--- src/rtl/lieat_exu_vpu_pkg.sv ---
// Shared definitions for the vector sequencer slice: element width, default
// vector length, sequencer state encoding and the operation-select payload.
package lieat_exu_vpu_pkg;

    localparam int unsigned ELEM_W  = 8;
    localparam int unsigned VLMAX   = 8;
    localparam int unsigned VL_IN_W = 4;

    typedef enum logic [1:0] {
        ST_IDLE = 2'd0,
        ST_RUN  = 2'd1,
        ST_DONE = 2'd2
    } vseq_state_e;

    // Operation select as presented on the request port (expected one-hot).
    typedef struct packed {
        logic vadd;
        logic vsub;
        logic vrsub;
    } vop_sel_t;

    // True when exactly one operation is selected.
    function automatic logic op_onehot(input vop_sel_t s);
        return (s.vadd & ~s.vsub & ~s.vrsub) |
               (~s.vadd & s.vsub & ~s.vrsub) |
               (~s.vadd & ~s.vsub & s.vrsub);
    endfunction

endpackage

--- src/rtl/lieat_exu_vpu_vseq08_vunit.sv ---
// Single 8-bit element arithmetic unit, shared by the sequencer across elements.
//   a, b  : element operands (op1 element, op2 element)
//   sel   : operation select (vadd: a+b, vsub: a-b, vrsub: b-a), modulo 2^8
//   res_c : combinational element result (zero for an empty select)
module lieat_exu_vpu_vunit08
    import lieat_exu_vpu_pkg::*;
(
    input  logic [ELEM_W-1:0] a,
    input  logic [ELEM_W-1:0] b,
    input  vop_sel_t          sel,
    output logic [ELEM_W-1:0] res_c
);

    always_comb begin
        res_c = '0;
        if (sel.vadd) begin
            res_c = a + b;
        end else if (sel.vsub) begin
            res_c = a - b;
        end else if (sel.vrsub) begin
            res_c = b - a;
        end
    end

endmodule

--- src/rtl/lieat_exu_vpu_vseq08.sv ---
// Vector element sequencer: accepts a vector add/sub/rsub request, runs it one
// element per cycle through a single shared element unit, then presents the
// packed result until the consumer takes it. Flush cancels at any point.
//   clock, reset (async, active-low)
//   vseq_i_valid/vseq_i_ready          : request handshake
//   vseq_i_op1/op2                      : packed operands, element k at [8k+7:8k]
//   vseq_i_vadd/vsub/vrsub, vseq_i_vl   : op select (one-hot) and vector length
//   vseq_flush                          : cancel in-flight request
//   vseq_o_valid/vseq_o_ready           : result handshake
//   vseq_o_data, vseq_o_err             : packed result, illegal-select flag
module lieat_exu_vpu_vseq08 #(
    parameter int unsigned VLMAX = lieat_exu_vpu_pkg::VLMAX
) (
    input  logic                                   clock,
    input  logic                                   reset,
    input  logic                                   vseq_i_valid,
    output logic                                   vseq_i_ready,
    input  logic [lieat_exu_vpu_pkg::ELEM_W*VLMAX-1:0] vseq_i_op1,
    input  logic [lieat_exu_vpu_pkg::ELEM_W*VLMAX-1:0] vseq_i_op2,
    input  logic                                   vseq_i_vadd,
    input  logic                                   vseq_i_vsub,
    input  logic                                   vseq_i_vrsub,
    input  logic [lieat_exu_vpu_pkg::VL_IN_W-1:0]  vseq_i_vl,
    input  logic                                   vseq_flush,
    output logic                                   vseq_o_valid,
    input  logic                                   vseq_o_ready,
    output logic [lieat_exu_vpu_pkg::ELEM_W*VLMAX-1:0] vseq_o_data,
    output logic                                   vseq_o_err
);

    import lieat_exu_vpu_pkg::*;

    localparam int unsigned IDX_W = (VLMAX > 1) ? $clog2(VLMAX) : 1;
    localparam int unsigned VL_W  = $clog2(VLMAX + 1);

    vseq_state_e                     state_q, state_d;
    logic [IDX_W-1:0]                idx_q;
    logic [VL_W-1:0]                 vl_q;
    logic [VLMAX-1:0][ELEM_W-1:0]    op1_q, op2_q, result_q;
    vop_sel_t                        sel_q;
    logic                            err_q;

    vop_sel_t                        sel_in_c;
    logic [VL_W-1:0]                 vl_eff_c;
    logic                            last_c;
    logic                            accept_c;
    logic                            step_c;
    logic [ELEM_W-1:0]               elem_res_c;

    // Request decode: op select payload and VL clamped to VLMAX.
    assign sel_in_c = {vseq_i_vadd, vseq_i_vsub, vseq_i_vrsub};
    assign vl_eff_c = (32'(vseq_i_vl) > VLMAX) ? VL_W'(VLMAX) : VL_W'(vseq_i_vl);
    assign last_c   = (VL_W'(idx_q) + VL_W'(1)) == vl_q;

    lieat_exu_vpu_vunit08 u_vunit (
        .a     (op1_q[idx_q]),
        .b     (op2_q[idx_q]),
        .sel   (sel_q),
        .res_c (elem_res_c)
    );

    // State register.
    always_ff @(posedge clock or negedge reset) begin
        if (!reset) begin
            state_q <= ST_IDLE;
        end else begin
            state_q <= state_d;
        end
    end

    // Next state and handshake outputs; flush overrides every handshake.
    always_comb begin
        state_d      = state_q;
        accept_c     = 1'b0;
        step_c       = 1'b0;
        vseq_i_ready = 1'b0;
        vseq_o_valid = 1'b0;
        if (vseq_flush) begin
            state_d = ST_IDLE;
        end else begin
            unique case (state_q)
                ST_IDLE: begin
                    vseq_i_ready = 1'b1;
                    if (vseq_i_valid) begin
                        accept_c = 1'b1;
                        state_d  = ((vl_eff_c != '0) && op_onehot(sel_in_c)) ? ST_RUN : ST_DONE;
                    end
                end
                ST_RUN: begin
                    step_c = 1'b1;
                    if (last_c) begin
                        state_d = ST_DONE;
                    end
                end
                ST_DONE: begin
                    vseq_o_valid = 1'b1;
                    if (vseq_o_ready) begin
                        state_d = ST_IDLE;
                    end
                end
                default: state_d = ST_IDLE;
            endcase
        end
    end

    // Latched request, element index and result accumulation.
    always_ff @(posedge clock or negedge reset) begin
        if (!reset) begin
            idx_q    <= '0;
            vl_q     <= '0;
            op1_q    <= '0;
            op2_q    <= '0;
            sel_q    <= '0;
            err_q    <= 1'b0;
            result_q <= '0;
        end else if (vseq_flush) begin
            idx_q    <= '0;
            vl_q     <= '0;
            op1_q    <= '0;
            op2_q    <= '0;
            sel_q    <= '0;
            err_q    <= 1'b0;
            result_q <= '0;
        end else if (accept_c) begin
            idx_q    <= '0;
            vl_q     <= vl_eff_c;
            op1_q    <= vseq_i_op1;
            op2_q    <= vseq_i_op2;
            sel_q    <= sel_in_c;
            err_q    <= ~op_onehot(sel_in_c);
            result_q <= '0;
        end else if (step_c) begin
            result_q[idx_q] <= elem_res_c;
            idx_q           <= idx_q + IDX_W'(1);
        end
    end

    assign vseq_o_data = result_q;
    assign vseq_o_err  = err_q;

endmodule
--- config.mk ---
export PLATFORM = sky130hd
export DESIGN_NAME = lieat_exu_vpu_vseq08
export DESIGN_NICKNAME = d
export VERILOG_FILES = /design/src/rtl/lieat_exu_vpu_pkg.sv /design/src/rtl/lieat_exu_vpu_vseq08_vunit.sv /design/src/rtl/lieat_exu_vpu_vseq08.sv
export SDC_FILE = /design/constraint.sdc
export NUM_CORES = 1
export LEC_CHECK = 0
export ABC_AREA = 1
export CORE_UTILIZATION = 25
export CTS_BUF_LIST = sky130_fd_sc_hd__clkbuf_16
export DETAILED_ROUTE_END_ITERATION = 8
export PLACE_DENSITY_LB_ADDON = 0.12
export SLEW_MARGIN = 40
export SYNTH_ARGS = -nofsm -noshare
export SYNTH_HDL_FRONTEND = slang
export SYNTH_SLANG_ARGS = --single-unit
--- constraint.sdc ---
create_clock -name clock -period 4.1 [get_ports clock]
set_clock_uncertainty 0.2 [all_clocks]
set_input_delay 0.615 -clock clock [delete_from_list [all_inputs] [get_ports clock]]
set_output_delay 0.615 -clock clock [all_outputs]
set_load 0.01 [all_outputs]
Yosys cells after proc, flatten, opt, wreduce, memory -nomap -nowiden
Index checks and enable logic that the tools add are counted.
Cells by class
  $add $sub $neg: 5
  multipliers: 0
  divide/modulo/power cells: 0
  magnitude comparators: 3
  equal/unequal tests: 6
  shift operators: 0
  muxes and demuxes: 42
  bitwise gates (word level): 12
  reduce and logical (&&, ||, !) cells: 7
Operator list (count)
  $mux 64: 7
  $bwmux 64: 1
  $bmux 8 s3: 2
  $mux 8: 6
  $demux 8 s3: 1
  $sub 8x8->8: 2
  $mux 3: 5
  $mux 4: 3
  $mux 1: 11
  $mux 2: 5
  $ne 3x3->1 const B: 3
  $add 8x8->8: 1
  $and 1x1->1: 6
  $pmux 2 s3: 1
  $add 3x1->4 const B: 1
  $eq 4x4->1: 1
  $gt 4x4->1 const B: 1
  $lt 3x4->1 const B: 1
  $not 1->1: 4
  $reduce_bool 4->1: 1
  $add 3x1->3 const B: 1
  $ge 3x1->1 const B: 1
  $reduce_and 3->1: 1
  $reduce_bool 3->1: 1
  6 further kinds: 8
Storage, ports and cells
  register bits: 205
  bits in latches: 0
  bits in writable memories: 0
  bits in read-only memories: 0
  input bits: 140
  logic and storage cells: 106
  memories: 0

Longest topological paths before layout
  word-level depth: 10
  depth in mapped cells: 24
  gate-level depth less buffers: 23

Cells and area by module
From an unflattened synthesis, not the netlist that was laid out.
Second synthesis, totals
  cells, all modules: 1168
  area, all modules: 9841.9 um^2
Modules (own cells, without submodules)
  lieat_exu_vpu_vseq08: times used 1, cells an instance 958, area each 8623.3 um^2, sequential area each 5129.9 um^2
  lieat_exu_vpu_vunit08: times used 1, cells an instance 210, area each 1218.7 um^2, sequential area each 0.0 um^2

Worst setup path before layout
OpenSTA, ideal clock, no wires.
  path kind: reg2reg
  start point: register idx_q[0]
  end point: register result_q, in the netlist vseq_o_data[14]
  data arrival time: 2.976 ns
  data required time: 3.781 ns
  setup slack: 0.805 ns
  cell stages (with the launch flop): 21
  path buffers: 2
  period minus slack after synthesis: 3.295 ns
  path through: dfrtp_1 > inv_2 > buf_6 > nor2_1 > inv_1 > buf_2 > o22ai_1 > a221oi_1 > nand2_1 > ha_1 > fa_1 > a21oi_1 > nor2_1 > nor2_1 > o21bai_1 > a21oi_1 > inv_1 > nand2_1 > nand3_1 > nand3_1 > nand2_1
On the way
  word-level cells in the longest chain between the ends: 10
  elaborated cells on any way between the ends: 19
RTL lines
  start, declared: RTL line lieat_exu_vpu_vseq08.sv:37  | logic [IDX_W-1:0] idx_q;
  start signal, assigned: RTL line lieat_exu_vpu_vseq08.sv:134  | idx_q <= idx_q + IDX_W'(1);
  $bmux 8 s3 (on tied branches): RTL line lieat_exu_vpu_vseq08.sv:57, lieat_exu_vpu_vseq08.sv:56
  $mux 8 (on tied branches): RTL line lieat_exu_vpu_vseq08.sv:57, lieat_exu_vpu_vseq08.sv:56
  $sub 8x8->8: RTL line lieat_exu_vpu_vseq08_vunit.sv:21  | res_c = b - a;
  $mux 8: RTL line lieat_exu_vpu_vseq08_vunit.sv:20  | end else if (sel.vrsub) begin
  $mux 8: RTL line lieat_exu_vpu_vseq08_vunit.sv:18  | end else if (sel.vsub) begin
  $mux 8: RTL line lieat_exu_vpu_vseq08_vunit.sv:16  | if (sel.vadd) begin
  $bwmux 64 (*): RTL line lieat_exu_vpu_vseq08.sv:133  | result_q[idx_q] <= elem_res_c;
  $mux 64 (*): RTL line lieat_exu_vpu_vseq08.sv:132  | end else if (step_c) begin
  $mux 64 (*): RTL line lieat_exu_vpu_vseq08.sv:124  | end else if (accept_c) begin
  $mux 64 (*): RTL line lieat_exu_vpu_vseq08.sv:116  | end else if (vseq_flush) begin
  end signal, assigned by index: RTL line lieat_exu_vpu_vseq08.sv:133
  end, declared: RTL line lieat_exu_vpu_vseq08.sv:39  | logic [VLMAX-1:0][ELEM_W-1:0] op1_q, op2_q, result_q;
Mark *: on every way between the ends. The rest lies on a longest branch, timed or not. The select of a mux whose other input is x is not followed.
A chain may end at the register's enable or synchronous reset.

Final worst setup path
  start point: register idx_q[1]
  end point: register result_q, in the netlist vseq_o_data[46]
The elaborated chain is that of the path after synthesis.

==> flow_metrics.tcl <==
set metrics [dict create \
    relSlewSlack 0.567 \
    crit_chain "inv_2 > nor2_2 > inv_1 > nor2_1 > inv_1 > o22ai_1 > a221oi_1 > nand4_1 > ha_1 > fa_1 > a21oi_1 > nor2_1 > nor2_1 > o21bai_1 > a21oi_1 > inv_1 > nand2_1 > nand3_2 > nand3_1 > nand2_1" \
    stdcell_count 1858 \
    clk_pin_slew_worst_paths_ns 0.06 \
    maxSlewViolCount 0 \
    cts_tree "yes" \
    fmax_ghz 0.267 \
    final_util 0.350 \
    p_leak_nw 6.03 \
    cts.sinks 205 \
    coreArea_sq_um 38000 \
    rr_worst_depth 20 \
    die_w_um 199 \
    setup_ws_ns 0.355 \
    placement.io_buffers 206 \
    vias 8398 \
    crit_buf_inv 4 \
    avgSynthCellArea_sq_um 8.81 \
    hold_slack_ns 0.283 \
    path_class "register to register" \
    maxCapViolCount 0 \
    finalHoldViolations 0 \
    cp_max_fo 8 \
    drtAntennaViolNets 0 \
    hold_class "register to register" \
    ys.flop_type "dfrtp_1" \
    slowest_delay_ns 0.48 \
    worstMarginPinSlew_ns 0.650 \
    setup_violations 0 \
    numCtsBuffers 24 \
    yosysSeqAreaShare 0.527 \
    tns_ns 0 \
    dieArea_sq_um 39700 \
    grt_pass1_vias 8671 \
    place_hpwl_mm 24.6 \
    fp.dieH_um 199 \
    syn_inst 1104 \
    layout.nets 1498 \
    grt_usage 0.171 \
    wl_per_cell_um 17.9 \
    yosysWarnings 0 \
    timing.final.crit_period_ns 3.74 \
    power_mw 5.51 \
    grt_overflow 0 \
    ys_top_cells_by_area "dfrtp_1 (53%), nand2_1 (11%), inv_1 (5.9%)" \
    antenna_cells 0 \
    status "finished, final reports clean" \
    synth_area_sq_um 9730 \
    required_ns 4.30 \
    period_share 0.913 \
    drive_above_1_share 0.0861 \
    holdPathEnd "vseq_o_data[32]" \
    drc 0 \
    crit_path_end_kind "register" \
    boundaryPins 207 \
    clk_path_buf_depth 3 \
    first_iter_violations 575 \
    hold-path-cell-count 2 \
    root_buffer "clkbuf_16" \
    wl_mm 33.2 \
    gp_congestion 0.827 \
    synth_edf_count 0 \
    syn_to_final_growth_pct 36.8 \
    drtPass1Iterations 4 \
    place_ws_ns -0.0644 \
    initial_core_util 0.256 \
    cp-start-kind "register" \
    arrival_ns 3.95 \
    antenna_found_initial 0 \
    syn-num-nets 1270 \
    yosysMostFrequentCell "nand2_1" \
    fillers 4027 \
    synth-seq-cells 205 \
    reg2reg_from "idx_q[1]" \
    clk_latency_ns 0.51 \
    grt_max_degree 74 \
    powerDensity_nw_per_um2 414 \
    yosysTopAreaCell "dfrtp_1" \
    netlist.area_leader.share 0.527 \
    placed_cells 1812 \
    r2r-end "vseq_o_data[46]" \
    htree_levels 1 \
    hold_start "vseq_o_data[32]" \
    design_area_sq_um 13300 \
    synth_common_cells "nand2_1 (279), dfrtp_1 (205), inv_1 (154)" \
    placed_cell_area_sq_um 12600 \
    ir_worst_vdd_uv 252 \
    reg2reg_slack_ns 0.36 \
    cp_slowest_cell "dfrtp_1" \
    synthDistinctLibCells 39 \
    via_per_inst 4.52 \
    grt_pass1_wl_mm 51.7 \
    cp_top_family "simple AND/OR/NAND/NOR gates" \
    row_count 71 \
    async_flop_share 1.00 \
]
-- layout by cell type (no fill, tap or decap), drive strengths merged, types with 3 or more instances in the layout --
master         count
xor2               5
inv              169
ha                23
clkdlybuf4s50    205
nand4              7
dfrtp            205
buf               40
clkbuf            26
o21ai            128
clkinv             9
a22oi              3
o22ai             32
nand3b             3
nand2            295
a22o              56
nor3               4
nand3             46
nor2              36
a21oi             20
fa                 3
a221oi            20
-- sequential cells by signal (all words and copies together) (netlist names) --
| name | flops |
|---|---|
| vl_q | 4 |
| vseq_o_data | 64 |
| vseq_o_err | 1 |
| state_q | 2 |
| op2_q | 64 |
| sel_q | 3 |
| idx_q | 3 |
| op1_q | 64 |
-- worst max path at each step --
stage	start	to	slack, ns	depth (start not counted)
after floorplan	idx_q[0]	vseq_o_data[14]	0.81	20
after global placement	idx_q[2]	vseq_o_data[30]	0.03	20
after detailed placement	idx_q[2]	vseq_o_data[30]	-0.06	19
after CTS	idx_q[2]	vseq_o_data[30]	0.03	19
after global routing	idx_q[1]	vseq_o_data[30]	-0.0003	20
final	idx_q[1]	vseq_o_data[46]	0.36	20
-- where the power goes --
group | switching (mW) | internal, mW | total (mW)
Combinational | 0.837 | 0.504 | 1.34
Clock | 0.825 | 1.08 | 1.91
Sequential | 0.0815 | 2.18 | 2.26
Total | 1.74 | 3.77 | 5.51
-- layout make-up --
class / count / area [sq um] / share of cell area
Tap cell: 511 / 639 / 0.0480
Multi-Input combinational cell: 691 / 3800 / 0.285
Clock buffer: 25 / 626 / 0.0470
Timing Repair Buffer: 247 / 2440 / 0.183
Inverter: 163 / 618 / 0.0464
Clock inverter: 16 / 63.8 / 0.00479
Sequential cell: 205 / 5130 / 0.385
-- worst min-delay path: stages (launching register included) --
cell     delay [ns]
dfrtp_1        0.34
nand2_1        0.05
o21ai_0        0.06
-- cell families (layout without fill, tap and decap cells) --
logic type | count (synthesis) | in the layout | synth area share
flops | 205 | 205 | 0.527
simple gates | 392 | 392 | 0.172
compound gates | 267 | 267 | 0.174
buf+inv | 208 | 451 | 0.0849
xor+xnor | 6 | 6 | 0.00617
fa+ha+maj | 26 | 26 | 0.0357
-- timing repair --
item                                   CTS  global route
buffers inserted                         0             4
resized for setup                        2             7
hold buffers                             1             0
pin swaps                                0             1
endpoints found under the hold margin   68             0
setup endpoints to repair                8            32
-- per-layer routing --
metal  global-route usage  vias to the layer above  wire length [um]
met5                    0                        -                 0
met4               0.0328                        0               484
met3               0.0240                       31              1850
met2                0.270                      239             14700
met1                0.248                     4031             16200
li1                     -                     4097                 -
Note: power is estimated with default switching activity, not from simulation.
